===== src/rtl/binary_gates_unit_if.sv =====
// rtl/binary_gates_unit_if.sv - operand and result bundle for binary_gates_unit
interface binary_gates_unit_if #(parameter int WIDTH = 1);
  logic [WIDTH-1:0] a;
  logic [WIDTH-1:0] b;
  logic [WIDTH-1:0] and_out, or_out, xor_out, xnor_out;
  logic [WIDTH-1:0] shl_out, shr_out, sshl_out, sshr_out;
  logic             logic_and_out, logic_or_out, eqx_out, nex_out;
  logic             lt_out, le_out, eq_out, ne_out, ge_out, gt_out;
  logic [WIDTH-1:0] add_out, sub_out, mul_out, div_out, mod_out, pow_out;

  modport master (
    output a, b,
    input  and_out, or_out, xor_out, xnor_out, shl_out, shr_out, sshl_out, sshr_out,
    input  logic_and_out, logic_or_out, eqx_out, nex_out,
    input  lt_out, le_out, eq_out, ne_out, ge_out, gt_out,
    input  add_out, sub_out, mul_out, div_out, mod_out, pow_out
  );

  modport slave (
    input  a, b,
    output and_out, or_out, xor_out, xnor_out, shl_out, shr_out, sshl_out, sshr_out,
    output logic_and_out, logic_or_out, eqx_out, nex_out,
    output lt_out, le_out, eq_out, ne_out, ge_out, gt_out,
    output add_out, sub_out, mul_out, div_out, mod_out, pow_out
  );
endinterface


===== src/rtl/binary_gates_unit.sv =====
// rtl/binary_gates_unit.sv - registered 24-operator reference block
// BINARY_GATES_IN_REG_EN adds a resettable operand register stage (latency 2).
module binary_gates_unit #(
  parameter int WIDTH = 1
) (
  input  logic               clk,
  input  logic               rst,
  binary_gates_unit_if.slave bus
);

  logic [WIDTH-1:0] opa;
  logic [WIDTH-1:0] opb;

`ifdef BINARY_GATES_IN_REG_EN
  always_ff @(posedge clk) begin
    if (rst) begin
      opa <= '0;
      opb <= '0;
    end else begin
      opa <= bus.a;
      opb <= bus.b;
    end
  end
`else
  assign opa = bus.a;
  assign opb = bus.b;
`endif

  // Square-and-multiply unrolled over exponent bits; every product wraps mod 2^WIDTH.
  function automatic logic [WIDTH-1:0] pow_mod(input logic [WIDTH-1:0] base_in,
                                               input logic [WIDTH-1:0] exp_in);
    logic [WIDTH-1:0] acc;
    logic [WIDTH-1:0] base;
    acc  = WIDTH'(1);
    base = base_in;
    for (int i = 0; i < WIDTH; i++) begin
      if (exp_in[i]) acc = acc * base;
      base = base * base;
    end
    return acc;
  endfunction

  always_ff @(posedge clk) begin
    if (rst) begin
      bus.and_out       <= '0;
      bus.or_out        <= '0;
      bus.xor_out       <= '0;
      bus.xnor_out      <= '0;
      bus.shl_out       <= '0;
      bus.shr_out       <= '0;
      bus.sshl_out      <= '0;
      bus.sshr_out      <= '0;
      bus.logic_and_out <= 1'b0;
      bus.logic_or_out  <= 1'b0;
      bus.eqx_out       <= 1'b0;
      bus.nex_out       <= 1'b0;
      bus.lt_out        <= 1'b0;
      bus.le_out        <= 1'b0;
      bus.eq_out        <= 1'b0;
      bus.ne_out        <= 1'b0;
      bus.ge_out        <= 1'b0;
      bus.gt_out        <= 1'b0;
      bus.add_out       <= '0;
      bus.sub_out       <= '0;
      bus.mul_out       <= '0;
      bus.div_out       <= '0;
      bus.mod_out       <= '0;
      bus.pow_out       <= '0;
    end else begin
      bus.and_out       <= opa & opb;
      bus.or_out        <= opa | opb;
      bus.xor_out       <= opa ^ opb;
      bus.xnor_out      <= ~(opa ^ opb);
      bus.shl_out       <= opa << opb;
      bus.shr_out       <= opa >> opb;
      bus.sshl_out      <= opa <<< opb;
      bus.sshr_out      <= $signed(opa) >>> opb;
      bus.logic_and_out <= (opa != '0) && (opb != '0);
      bus.logic_or_out  <= (opa != '0) || (opb != '0);
      bus.eqx_out       <= (opa === opb);
      bus.nex_out       <= (opa !== opb);
      bus.lt_out        <= (opa < opb);
      bus.le_out        <= (opa <= opb);
      bus.eq_out        <= (opa == opb);
      bus.ne_out        <= (opa != opb);
      bus.ge_out        <= (opa >= opb);
      bus.gt_out        <= (opa > opb);
      bus.add_out       <= opa + opb;
      bus.sub_out       <= opa - opb;
      bus.mul_out       <= opa * opb;
      // Divide by zero yields quotient 0 and passes the dividend through as remainder.
      bus.div_out       <= (opb == '0) ? '0  : opa / opb;
      bus.mod_out       <= (opb == '0) ? opa : opa % opb;
      bus.pow_out       <= pow_mod(opa, opb);
    end
  end

endmodule


===== src/flat_wrapper.sv =====
// flat-port wrapper written by rule: the top's interface ports become plain ports
module binary_gates_unit_flat 
#(
  parameter int WIDTH = 1
)
  (clk, rst, bus_a, bus_b, bus_and_out, bus_or_out, bus_xor_out, bus_xnor_out, bus_shl_out, bus_shr_out, bus_sshl_out, bus_sshr_out, bus_logic_and_out, bus_logic_or_out, bus_eqx_out, bus_nex_out, bus_lt_out, bus_le_out, bus_eq_out, bus_ne_out, bus_ge_out, bus_gt_out, bus_add_out, bus_sub_out, bus_mul_out, bus_div_out, bus_mod_out, bus_pow_out);
  binary_gates_unit_if #(.WIDTH(WIDTH)) bus_i ();
  input  logic clk;
  input  logic rst;
  input wire logic [$bits(bus_i.a)-1:0] bus_a;
  input wire logic [$bits(bus_i.b)-1:0] bus_b;
  output wire logic [$bits(bus_i.and_out)-1:0] bus_and_out;
  output wire logic [$bits(bus_i.or_out)-1:0] bus_or_out;
  output wire logic [$bits(bus_i.xor_out)-1:0] bus_xor_out;
  output wire logic [$bits(bus_i.xnor_out)-1:0] bus_xnor_out;
  output wire logic [$bits(bus_i.shl_out)-1:0] bus_shl_out;
  output wire logic [$bits(bus_i.shr_out)-1:0] bus_shr_out;
  output wire logic [$bits(bus_i.sshl_out)-1:0] bus_sshl_out;
  output wire logic [$bits(bus_i.sshr_out)-1:0] bus_sshr_out;
  output wire logic [$bits(bus_i.logic_and_out)-1:0] bus_logic_and_out;
  output wire logic [$bits(bus_i.logic_or_out)-1:0] bus_logic_or_out;
  output wire logic [$bits(bus_i.eqx_out)-1:0] bus_eqx_out;
  output wire logic [$bits(bus_i.nex_out)-1:0] bus_nex_out;
  output wire logic [$bits(bus_i.lt_out)-1:0] bus_lt_out;
  output wire logic [$bits(bus_i.le_out)-1:0] bus_le_out;
  output wire logic [$bits(bus_i.eq_out)-1:0] bus_eq_out;
  output wire logic [$bits(bus_i.ne_out)-1:0] bus_ne_out;
  output wire logic [$bits(bus_i.ge_out)-1:0] bus_ge_out;
  output wire logic [$bits(bus_i.gt_out)-1:0] bus_gt_out;
  output wire logic [$bits(bus_i.add_out)-1:0] bus_add_out;
  output wire logic [$bits(bus_i.sub_out)-1:0] bus_sub_out;
  output wire logic [$bits(bus_i.mul_out)-1:0] bus_mul_out;
  output wire logic [$bits(bus_i.div_out)-1:0] bus_div_out;
  output wire logic [$bits(bus_i.mod_out)-1:0] bus_mod_out;
  output wire logic [$bits(bus_i.pow_out)-1:0] bus_pow_out;
  assign bus_i.a = bus_a;
  assign bus_i.b = bus_b;
  assign bus_and_out = bus_i.and_out;
  assign bus_or_out = bus_i.or_out;
  assign bus_xor_out = bus_i.xor_out;
  assign bus_xnor_out = bus_i.xnor_out;
  assign bus_shl_out = bus_i.shl_out;
  assign bus_shr_out = bus_i.shr_out;
  assign bus_sshl_out = bus_i.sshl_out;
  assign bus_sshr_out = bus_i.sshr_out;
  assign bus_logic_and_out = bus_i.logic_and_out;
  assign bus_logic_or_out = bus_i.logic_or_out;
  assign bus_eqx_out = bus_i.eqx_out;
  assign bus_nex_out = bus_i.nex_out;
  assign bus_lt_out = bus_i.lt_out;
  assign bus_le_out = bus_i.le_out;
  assign bus_eq_out = bus_i.eq_out;
  assign bus_ne_out = bus_i.ne_out;
  assign bus_ge_out = bus_i.ge_out;
  assign bus_gt_out = bus_i.gt_out;
  assign bus_add_out = bus_i.add_out;
  assign bus_sub_out = bus_i.sub_out;
  assign bus_mul_out = bus_i.mul_out;
  assign bus_div_out = bus_i.div_out;
  assign bus_mod_out = bus_i.mod_out;
  assign bus_pow_out = bus_i.pow_out;
  binary_gates_unit #(.WIDTH(WIDTH)) u_core (.clk(clk), .rst(rst), .bus(bus_i));
endmodule

===== config.mk =====
export PLATFORM = sky130hd
export DESIGN_NAME = binary_gates_unit_flat
export DESIGN_NICKNAME = d
export VERILOG_FILES = /design/src/rtl/binary_gates_unit_if.sv /design/src/rtl/binary_gates_unit.sv /design/src/flat_wrapper.sv
export SDC_FILE = /design/constraint.sdc
export NUM_CORES = 1
export LEC_CHECK = 0
export ABC_AREA = 1
export BUFFER_PORTS_ARGS = -buffer_cell sky130_fd_sc_hd__buf_4
export CAP_MARGIN = 10
export CORE_AREA = 5 5 42 44
export DETAILED_ROUTE_END_ITERATION = 6
export DIE_AREA = 0 0 47 49
export PLACE_DENSITY = 0.67
export SETUP_SLACK_MARGIN = 0.2
export SLEW_MARGIN = 40
export SYNTH_ARGS = -nofsm -noshare
export SYNTH_HDL_FRONTEND = slang
export SYNTH_SLANG_ARGS = --single-unit

===== constraint.sdc =====
create_clock -name clk -period 0.95 [get_ports clk]
set_input_delay 0.19 -clock clk [delete_from_list [all_inputs] [get_ports clk]]
set_output_delay 0.19 -clock clk [all_outputs]
set_load 0.02 [all_outputs]

==> impl_metrics.env, run 1 <==
export IMPL_wl_um=772
export IMPL_worstPathArrival_ns=0.77
export IMPL_violations="negative setup slack"
export IMPL_switching_share=0.263
export IMPL_cts_tree="yes"
export IMPL_die_area_um2=2300
export IMPL_internal_power_uw=795
export IMPL_syn_inst=49
export IMPL_avgSynthCellArea_um2=9.47
export IMPL_antenna_cells=0
export IMPL_nNetsFinal=76
export IMPL_cts_setup_buffers=0
export IMPL_rsz0062_at_grt="yes"
export IMPL_fin_crit_sh=1.01
export IMPL_worst_path_buf_inv=1
export IMPL_rows=14
export IMPL_worstHoldEndpoint="u_core.bus.xnor_out"
export IMPL_pwr_share_clk=0.338
export IMPL_pre_cts_ws_ns=0.0476
export IMPL_status="complete, but fails checks"
export IMPL_area_growth_pct=48.5
export IMPL_tns_ns=-0.0345
export IMPL_cp_slowest_stage_delay_ns=0.36
export IMPL_htree_levels=1
export IMPL_setup_ws_ns=-0.0114
export IMPL_synth_cell_types=9
export IMPL_groute_usage_overall=0.0748
export IMPL_drive_gt1_frac=0.677
export IMPL_crit_required_ns=0.76
export IMPL_p_per_area_nw_per_um2=1560
export IMPL_slew_viol_final=0
export IMPL_path_max_fanout=5
export IMPL_cts_root_buffer="clkbuf_4"
export IMPL_portBuffers=27
export IMPL_wl_per_cell_um=9.53
export IMPL_ant_nets=0
export IMPL_combPwrFrac=0.230
export IMPL_p_total_mw=1.08
export IMPL_antenna_found_initial=0
export IMPL_dp_hpwl_um=625
export IMPL_cts_buffer_depth=2
export IMPL_max_vdd_ir_drop_mv=0.768
export IMPL_vias_per_cell=3.80
export IMPL_firstDrtPassIters=1
export IMPL_ctsHoldBuffers=0
export IMPL_ys_seq_area_frac=0.431
export IMPL_seq_power_share=0.432
export IMPL_synth_nets=59
export IMPL_period_minus_slack_ns=0.961
export IMPL_core_um2=1400
export IMPL_drv_cap=0
export IMPL_whs_path_depth=2
export IMPL_finalHoldViolations=0
export IMPL_netlist_area_um2=464
export IMPL_yosys_warnings=0
export IMPL_cts_buffers=3
export IMPL_cp_end_kind="primary output"
export IMPL_hp_class="input pin to register"
export IMPL_cpMaxStageDelayCell="dfxtp_4"
export IMPL_drtIter0Drc=0
export IMPL_grt_pass1_wl_um=1250
export IMPL_p_leak_nw=0.361
export IMPL_slew_headroom=0.923
export IMPL_setup_viol=4
export IMPL_fin_cells=81
export IMPL_clk_pin_slew_ns=0.06
export IMPL_post_dp_cell_area_um2=578
export IMPL_cts_num_sinks=10
export IMPL_crit_chain="buf_4"
export IMPL_die_height_um=49
export IMPL_start_util=0.331
export IMPL_critical_path_startpoint_type="register"
export IMPL_critical_path_top_delay_family="flip-flops"
export IMPL_num_io_pins=28
export IMPL_whs_ns=0.158
export IMPL_tightest_slew_ns=0.115
export IMPL_final_util=0.492
export IMPL_nFillCells=147
export IMPL_netSwitchingPower_uw=284
export IMPL_worst_setup_path_type="register to primary output"
export IMPL_overflow=0
export IMPL_ys_ff_latch=10
export IMPL_grt_pass1_vias=309
export IMPL_stdcell_area_um2=689
export IMPL_drc=0
export IMPL_dpl_cell_count=77
export IMPL_vias=308
export IMPL_cp_depth=1
export IMPL_globalplace_congestion=0.676
export IMPL_chipWidth_um=47
export IMPL_fmax_mhz=1040
export IMPL_min_delay_start="rst"
export IMPL_grt_max_degree=11
## registers in the layout, summed over array words and instances (netlist names)
name / cells
u_core.bus.div_out: 1
u_core.bus.ge_out: 1
u_core.bus.gt_out: 1
u_core.bus.le_out: 1
u_core.bus.logic_or_out: 1
u_core.bus.lt_out: 1
u_core.bus.mul_out: 1
u_core.bus.sshr_out: 1
u_core.bus.sub_out: 1
u_core.bus.xnor_out: 1
## final cells by class
| class | instances | area [um2] | area share |
|---|---|---|---|
| sequential | 10 | 223 | 0.323 |
| clock buffer | 4 | 36.3 | 0.0526 |
| timing repair buffer | 27 | 263 | 0.381 |
| tap | 16 | 20.0 | 0.0290 |
| inverter | 7 | 26.3 | 0.0381 |
| multi-input combinational | 17 | 121 | 0.176 |
## cells by family (layout without fill, tap and decap cells)
kind of cell | Yosys count | in the layout | synth area share
and+or+nand+nor | 11 | 11 | 0.0997
adders and majority gates | 6 | 6 | 0.162
buffers and inverters | 22 | 38 | 0.307
DFF | 10 | 10 | 0.431
## worst max-delay path by stage
stage	start	to	slack, ns
detailed placement	bus_b	u_core.bus.sub_out	0.05
global route	u_core.bus.sub_out	bus_add_out	-0.04
global placement	bus_b	u_core.bus.sub_out	0.07
CTS	u_core.bus.gt_out	bus_sshl_out	-0.02
finish	u_core.bus.gt_out	bus_shr_out	-0.01
floorplan	u_core.bus.gt_out	bus_mod_out	0.21
## power groups by stage
stage | Clock (mW) | Combinational [mW] | Sequential, mW
2_1_floorplan | 0 | 0.135 | 0.502
5_1_grt | 0.412 | 0.264 | 0.469
3_5_place_dp | 0 | 0.227 | 0.472
6_report | 0.365 | 0.248 | 0.466
4_1_cts | 0.383 | 0.249 | 0.471
3_3_place_gp | 0 | 0.226 | 0.471
## cell usage after synthesis
library cell / count / area share
nor2_1: 9 / 0.073
inv_2: 1 / 0.0081
nor2_2: 1 / 0.013
dfxtp_1: 10 / 0.43
buf_4: 14 / 0.23
ha_1: 6 / 0.16
inv_1: 6 / 0.049
buf_6: 1 / 0.024
nand2_2: 1 / 0.013
## repair_timing
action / 4_1_cts / 5_1_grt
gates cloned: 0 / 0
pin swaps: 0 / 0
gates resized for setup: 18 / 6
setup endpoints to repair: 24 / 24
## placed cells by master, fill, tap and decap left out
cell type / instances
buf_4: 11
dfxtp_2: 6
nand2_2: 1
ha_1: 6
inv_2: 1
dfxtp_4: 4
buf_6: 16
nor2_1: 9
inv_1: 6
clkbuf_8: 1
clkbuf_4: 3
nor2_2: 1
## layer usage
layer	wire length [um]	track usage
met2	427	0.120
met1	260	0.0752
met4	0	0.0553
met3	84	0.0258
met5	0	0
Note: power is estimated with default switching activity, not from simulation.
==> run 2: changes to the inputs <==
--- a/config.mk
+++ b/config.mk
@@ -12,7 +12,7 @@
 export DETAILED_ROUTE_END_ITERATION = 6
 export DIE_AREA = 0 0 47 49
 export PLACE_DENSITY = 0.67
-export SETUP_SLACK_MARGIN = 0.2
+export SETUP_SLACK_MARGIN = 0.4
 export SLEW_MARGIN = 40
 export SYNTH_ARGS = -nofsm -noshare
 export SYNTH_HDL_FRONTEND = slang
==> constraint.sdc (replaced) <==
create_clock -name clk -period 1.1 [get_ports clk]
set_input_delay 0.22 -clock clk [delete_from_list [all_inputs] [get_ports clk]]
set_output_delay 0.22 -clock clk [all_outputs]
set_load 0.02 [all_outputs]
==> impl_metrics.env, run 2 (synthesis results as in run 1) <==
export IMPL_area_growth_pct=49.3
export IMPL_setup_viol=0
export IMPL_antenna_cells=0
export IMPL_die_height_um=49
export IMPL_cts_setup_buffers=0
export IMPL_cts_buffers=3
export IMPL_drc=0
export IMPL_die_area_um2=2300
export IMPL_crit_start="u_core.bus.gt_out"
export IMPL_worst_setup_path_type="register to primary output"
export IMPL_cts_root_buffer="clkbuf_4"
export IMPL_num_io_pins=28
export IMPL_chipWidth_um=47
export IMPL_worstPathArrival_ns=0.78
export IMPL_max_vdd_ir_drop_mv=0.678
export IMPL_antenna_found_initial=0
export IMPL_overflow=0
export IMPL_p_leak_nw=0.352
export IMPL_ant_nets=0
export IMPL_cts_buffer_depth=2
export IMPL_drv_cap=0
export IMPL_tns_ns=0
export IMPL_groute_usage_overall=0.0776
export IMPL_wl_per_cell_um=9.22
export IMPL_fmax_mhz=1000
export IMPL_p_per_area_nw_per_um2=1270
export IMPL_nNetsFinal=76
export IMPL_worst_path_buf_inv=1
export IMPL_htree_levels=1
export IMPL_vias_per_cell=3.78
export IMPL_tightest_slew_ns=0.104
export IMPL_drtIter0Drc=1
export IMPL_core_um2=1400
export IMPL_final_common_cell="buf_6"
export IMPL_crit_chain="buf_4"
export IMPL_critical_path_top_delay_family="flip-flops"
export IMPL_status="finished, final reports clean"
export IMPL_clk_pin_slew_ns=0.07
export IMPL_cts_tree="yes"
export IMPL_final_cell_mix="15 x buf_6, 12 x buf_4, 9 x nor2_1, 6 x dfxtp_4, 5 x ha_1"
export IMPL_final_util=0.495
export IMPL_grt_pass1_vias=252
export IMPL_cpMaxStageDelayCell="dfxtp_4"
export IMPL_portBuffers=27
export IMPL_period_minus_slack_ns=1.00
export IMPL_cp_end_kind="primary output"
export IMPL_rows=14
export IMPL_hp_class="input pin to register"
export IMPL_grt_pass1_wl_um=1170
export IMPL_finalHoldViolations=0
export IMPL_start_util=0.331
export IMPL_min_delay_start="rst"
export IMPL_rsz0062_at_grt="yes"
export IMPL_cp_slowest_stage_delay_ns=0.36
export IMPL_globalplace_congestion=0.775
export IMPL_grt_max_degree=11
export IMPL_crit_required_ns=0.88
export IMPL_wl_um=747
export IMPL_slew_headroom=0.930
export IMPL_fin_crit_sh=0.909
export IMPL_cts_num_sinks=10
export IMPL_slew_viol_final=0
export IMPL_path_max_fanout=5
export IMPL_vias=306
export IMPL_firstDrtPassIters=2
export IMPL_critical_path_startpoint_type="register"
export IMPL_drive_gt1_frac=0.708
-- run 2: path summary, 6_finish.rpt --
path	to	cells past startpoint
max	bus_gt_out	1
min	u_core.bus.xnor_out	2
-- run 2: repair_timing --
action | in CTS | in global routing
endpoints found under the hold margin | 0 | 0
endpoints found under the setup margin | 24 | 24
resized for setup | 18 | 1
hold buffers | 0 | 0
-- run 2: report_power, final --
| group | leakage, nW | total, mW | internal [mW] | switching, mW |
|---|---|---|---|---|
| Clock | 0.0150 | 0.262 | 0.140 | 0.123 |
| Combinational | 0.250 | 0.217 | 0.104 | 0.113 |
| Sequential | 0.0877 | 0.399 | 0.381 | 0.0179 |
-- run 2: per-stage QoR --
step / instance area [um2] / power, mW / setup WS [ns] / hold slack (ns) / std cells
5_1_grt: 693 / 0.935 / 0.0665 / 0.174 / 81
6_report: 693 / 0.879 / 0.0998 / 0.168 / 81
2_1_floorplan: 522 / 0.558 / 0.362 / 0.340 / 49
3_5_place_dp: 606 / 0.601 / 0.259 / 0.452 / 77
3_3_place_gp: 606 / 0.599 / 0.267 / 0.458 / 77
4_1_cts: 689 / 0.888 / 0.0921 / 0.164 / 81
-- run 2: routing by layer --
metal	routed length (um)	global-route usage	up-vias
met5	0	0	-
met4	12	0.111	0
met3	60	0.0221	2
met2	431	0.109	12
met1	243	0.0708	133
li1	-	-	159
-- run 2: cell type report --
cell class,count,area [um2]
Fill cell,140,708
Timing Repair Buffer,27,259
Sequential cell,10,228
Multi-Input combinational cell,17,134
Clock buffer,4,26.3
Inverter,7,26.3
Tap cell,16,20.0
==> run 3: changes to the inputs <==
--- a/config.mk
+++ b/config.mk
@@ -12,8 +12,9 @@
 export DETAILED_ROUTE_END_ITERATION = 6
 export DIE_AREA = 0 0 47 49
 export PLACE_DENSITY = 0.67
-export SETUP_SLACK_MARGIN = 0.4
+export SETUP_SLACK_MARGIN = 0.2
 export SLEW_MARGIN = 40
 export SYNTH_ARGS = -nofsm -noshare
 export SYNTH_HDL_FRONTEND = slang
 export SYNTH_SLANG_ARGS = --single-unit
+export TNS_END_PERCENT = 10
==> impl_metrics.env, run 3 (synthesis results as in run 1) <==
export IMPL_max_vdd_ir_drop_mv=0.646
export IMPL_pwr_share_clk=0.345
export IMPL_crit_chain="buf_6"
export IMPL_worstPathArrival_ns=0.76
export IMPL_nNetsFinal=76
export IMPL_hp_class="input pin to register"
export IMPL_slew_headroom=0.922
export IMPL_portBuffers=27
export IMPL_firstDrtPassIters=1
export IMPL_fin_crit_sh=0.890
export IMPL_die_height_um=49
export IMPL_start_util=0.331
export IMPL_combPwrFrac=0.217
export IMPL_wl_um=682
export IMPL_worst_setup_path_type="register to primary output"
export IMPL_internal_power_uw=669
export IMPL_fin_cells=81
export IMPL_seq_power_share=0.438
export IMPL_cp_slowest_stage_delay_ns=0.38
export IMPL_setup_viol=0
export IMPL_htree_levels=1
export IMPL_groute_usage_overall=0.0636
export IMPL_slew_viol_final=0
export IMPL_tns_ns=0
export IMPL_chipWidth_um=47
export IMPL_pre_cts_ws_ns=0.180
export IMPL_drtIter0Drc=0
export IMPL_rsz0062_at_grt="yes"
export IMPL_cts_buffer_depth=2
export IMPL_critical_path_top_delay_family="flip-flops"
export IMPL_wl_per_cell_um=8.42
export IMPL_ant_nets=0
export IMPL_dpl_cell_count=77
export IMPL_cp_end_kind="primary output"
export IMPL_nFillCells=152
export IMPL_tightest_slew_ns=0.117
export IMPL_cts_root_buffer="clkbuf_4"
export IMPL_clk_pin_slew_ns=0.06
export IMPL_worst_path_buf_inv=1
export IMPL_die_area_um2=2300
export IMPL_p_leak_nw=0.347
export IMPL_vias_per_cell=3.75
export IMPL_grt_pass1_vias=248
export IMPL_whs_ns=0.191
export IMPL_cts_tree="yes"
export IMPL_finalHoldViolations=0
export IMPL_dp_hpwl_um=601
export IMPL_multi_input_area_um2=121
export IMPL_critical_path_startpoint_type="register"
export IMPL_setup_ws_ns=0.121
export IMPL_cts_num_sinks=10
export IMPL_area_growth_pct=36.7
export IMPL_regArea_um2=209
export IMPL_rows=14
export IMPL_cts_buffers=3
export IMPL_num_io_pins=28
export IMPL_cpMaxStageDelayCell="dfxtp_4"
export IMPL_antenna_found_initial=0
export IMPL_drc=0
export IMPL_p_per_area_nw_per_um2=1420
export IMPL_drv_cap=0
export IMPL_antenna_cells=0
export IMPL_grt_pass1_wl_um=1010
export IMPL_period_minus_slack_ns=0.979
export IMPL_drive_gt1_frac=0.569
export IMPL_final_common_cell="buf_4"
export IMPL_netSwitchingPower_uw=235
export IMPL_crit_required_ns=0.88
export IMPL_switching_share=0.260
export IMPL_status="finished, final reports clean"
export IMPL_overflow=0
export IMPL_core_um2=1400
export IMPL_ctsHoldBuffers=0
export IMPL_globalplace_congestion=0.650
export IMPL_cts_setup_buffers=0
export IMPL_path_max_fanout=5
export IMPL_vias=304
export IMPL_final_cell_mix="22 x buf_4, 9 x nor2_1, 7 x dfxtp_1, 6 x inv_1, 6 x ha_1"
export IMPL_fmax_mhz=1020
export IMPL_grt_max_degree=11
[run 3: path summary, 6_finish.rpt]
kind	from	end	cells after the start
max	u_core.bus.gt_out	bus_shl_out	1
min	rst	u_core.bus.gt_out	2
[run 3: per-layer routing]
layer / up-vias / GRT usage / part of all wire
met4: 0 / 0.0553 / 0.012
met2: 11 / 0.109 / 0.57
li1: 159 / - / -
met5: - / 0 / 0
met3: 2 / 0.0221 / 0.084
met1: 132 / 0.0532 / 0.33
[run 3: layout make-up]
cell class	instances	area share
Tap cell	16	0.0316
Timing Repair Buffer	27	0.349
Inverter	7	0.0414
Sequential cell	10	0.329
Multi-Input combinational cell	17	0.191
Clock buffer	4	0.0572
[run 3: timing repair]
item / CTS / global route
setup endpoints to repair: 24 / 24
cloned: 0 / 0
resized for setup: 3 / 7
[run 3: power groups by stage]
stage | Clock [mW] | Combinational, mW | Sequential [mW]
after floorplan | 0 | 0.116 | 0.431
after global placement | 0 | 0.194 | 0.404
after detailed placement | 0 | 0.195 | 0.405
after CTS | 0.321 | 0.196 | 0.398
after global routing | 0.340 | 0.209 | 0.399
final | 0.312 | 0.196 | 0.396
[run 3: per-stage QoR]
stage / power (mW) / area [um2] / util
floorplan: 0.547 / 464 / -
global placement: 0.598 / 571 / 0.407
detailed placement: 0.600 / 571 / 0.407
CTS: 0.914 / 611 / 0.436
global route: 0.948 / 634 / 0.453
finish: 0.904 / 634 / 0.453
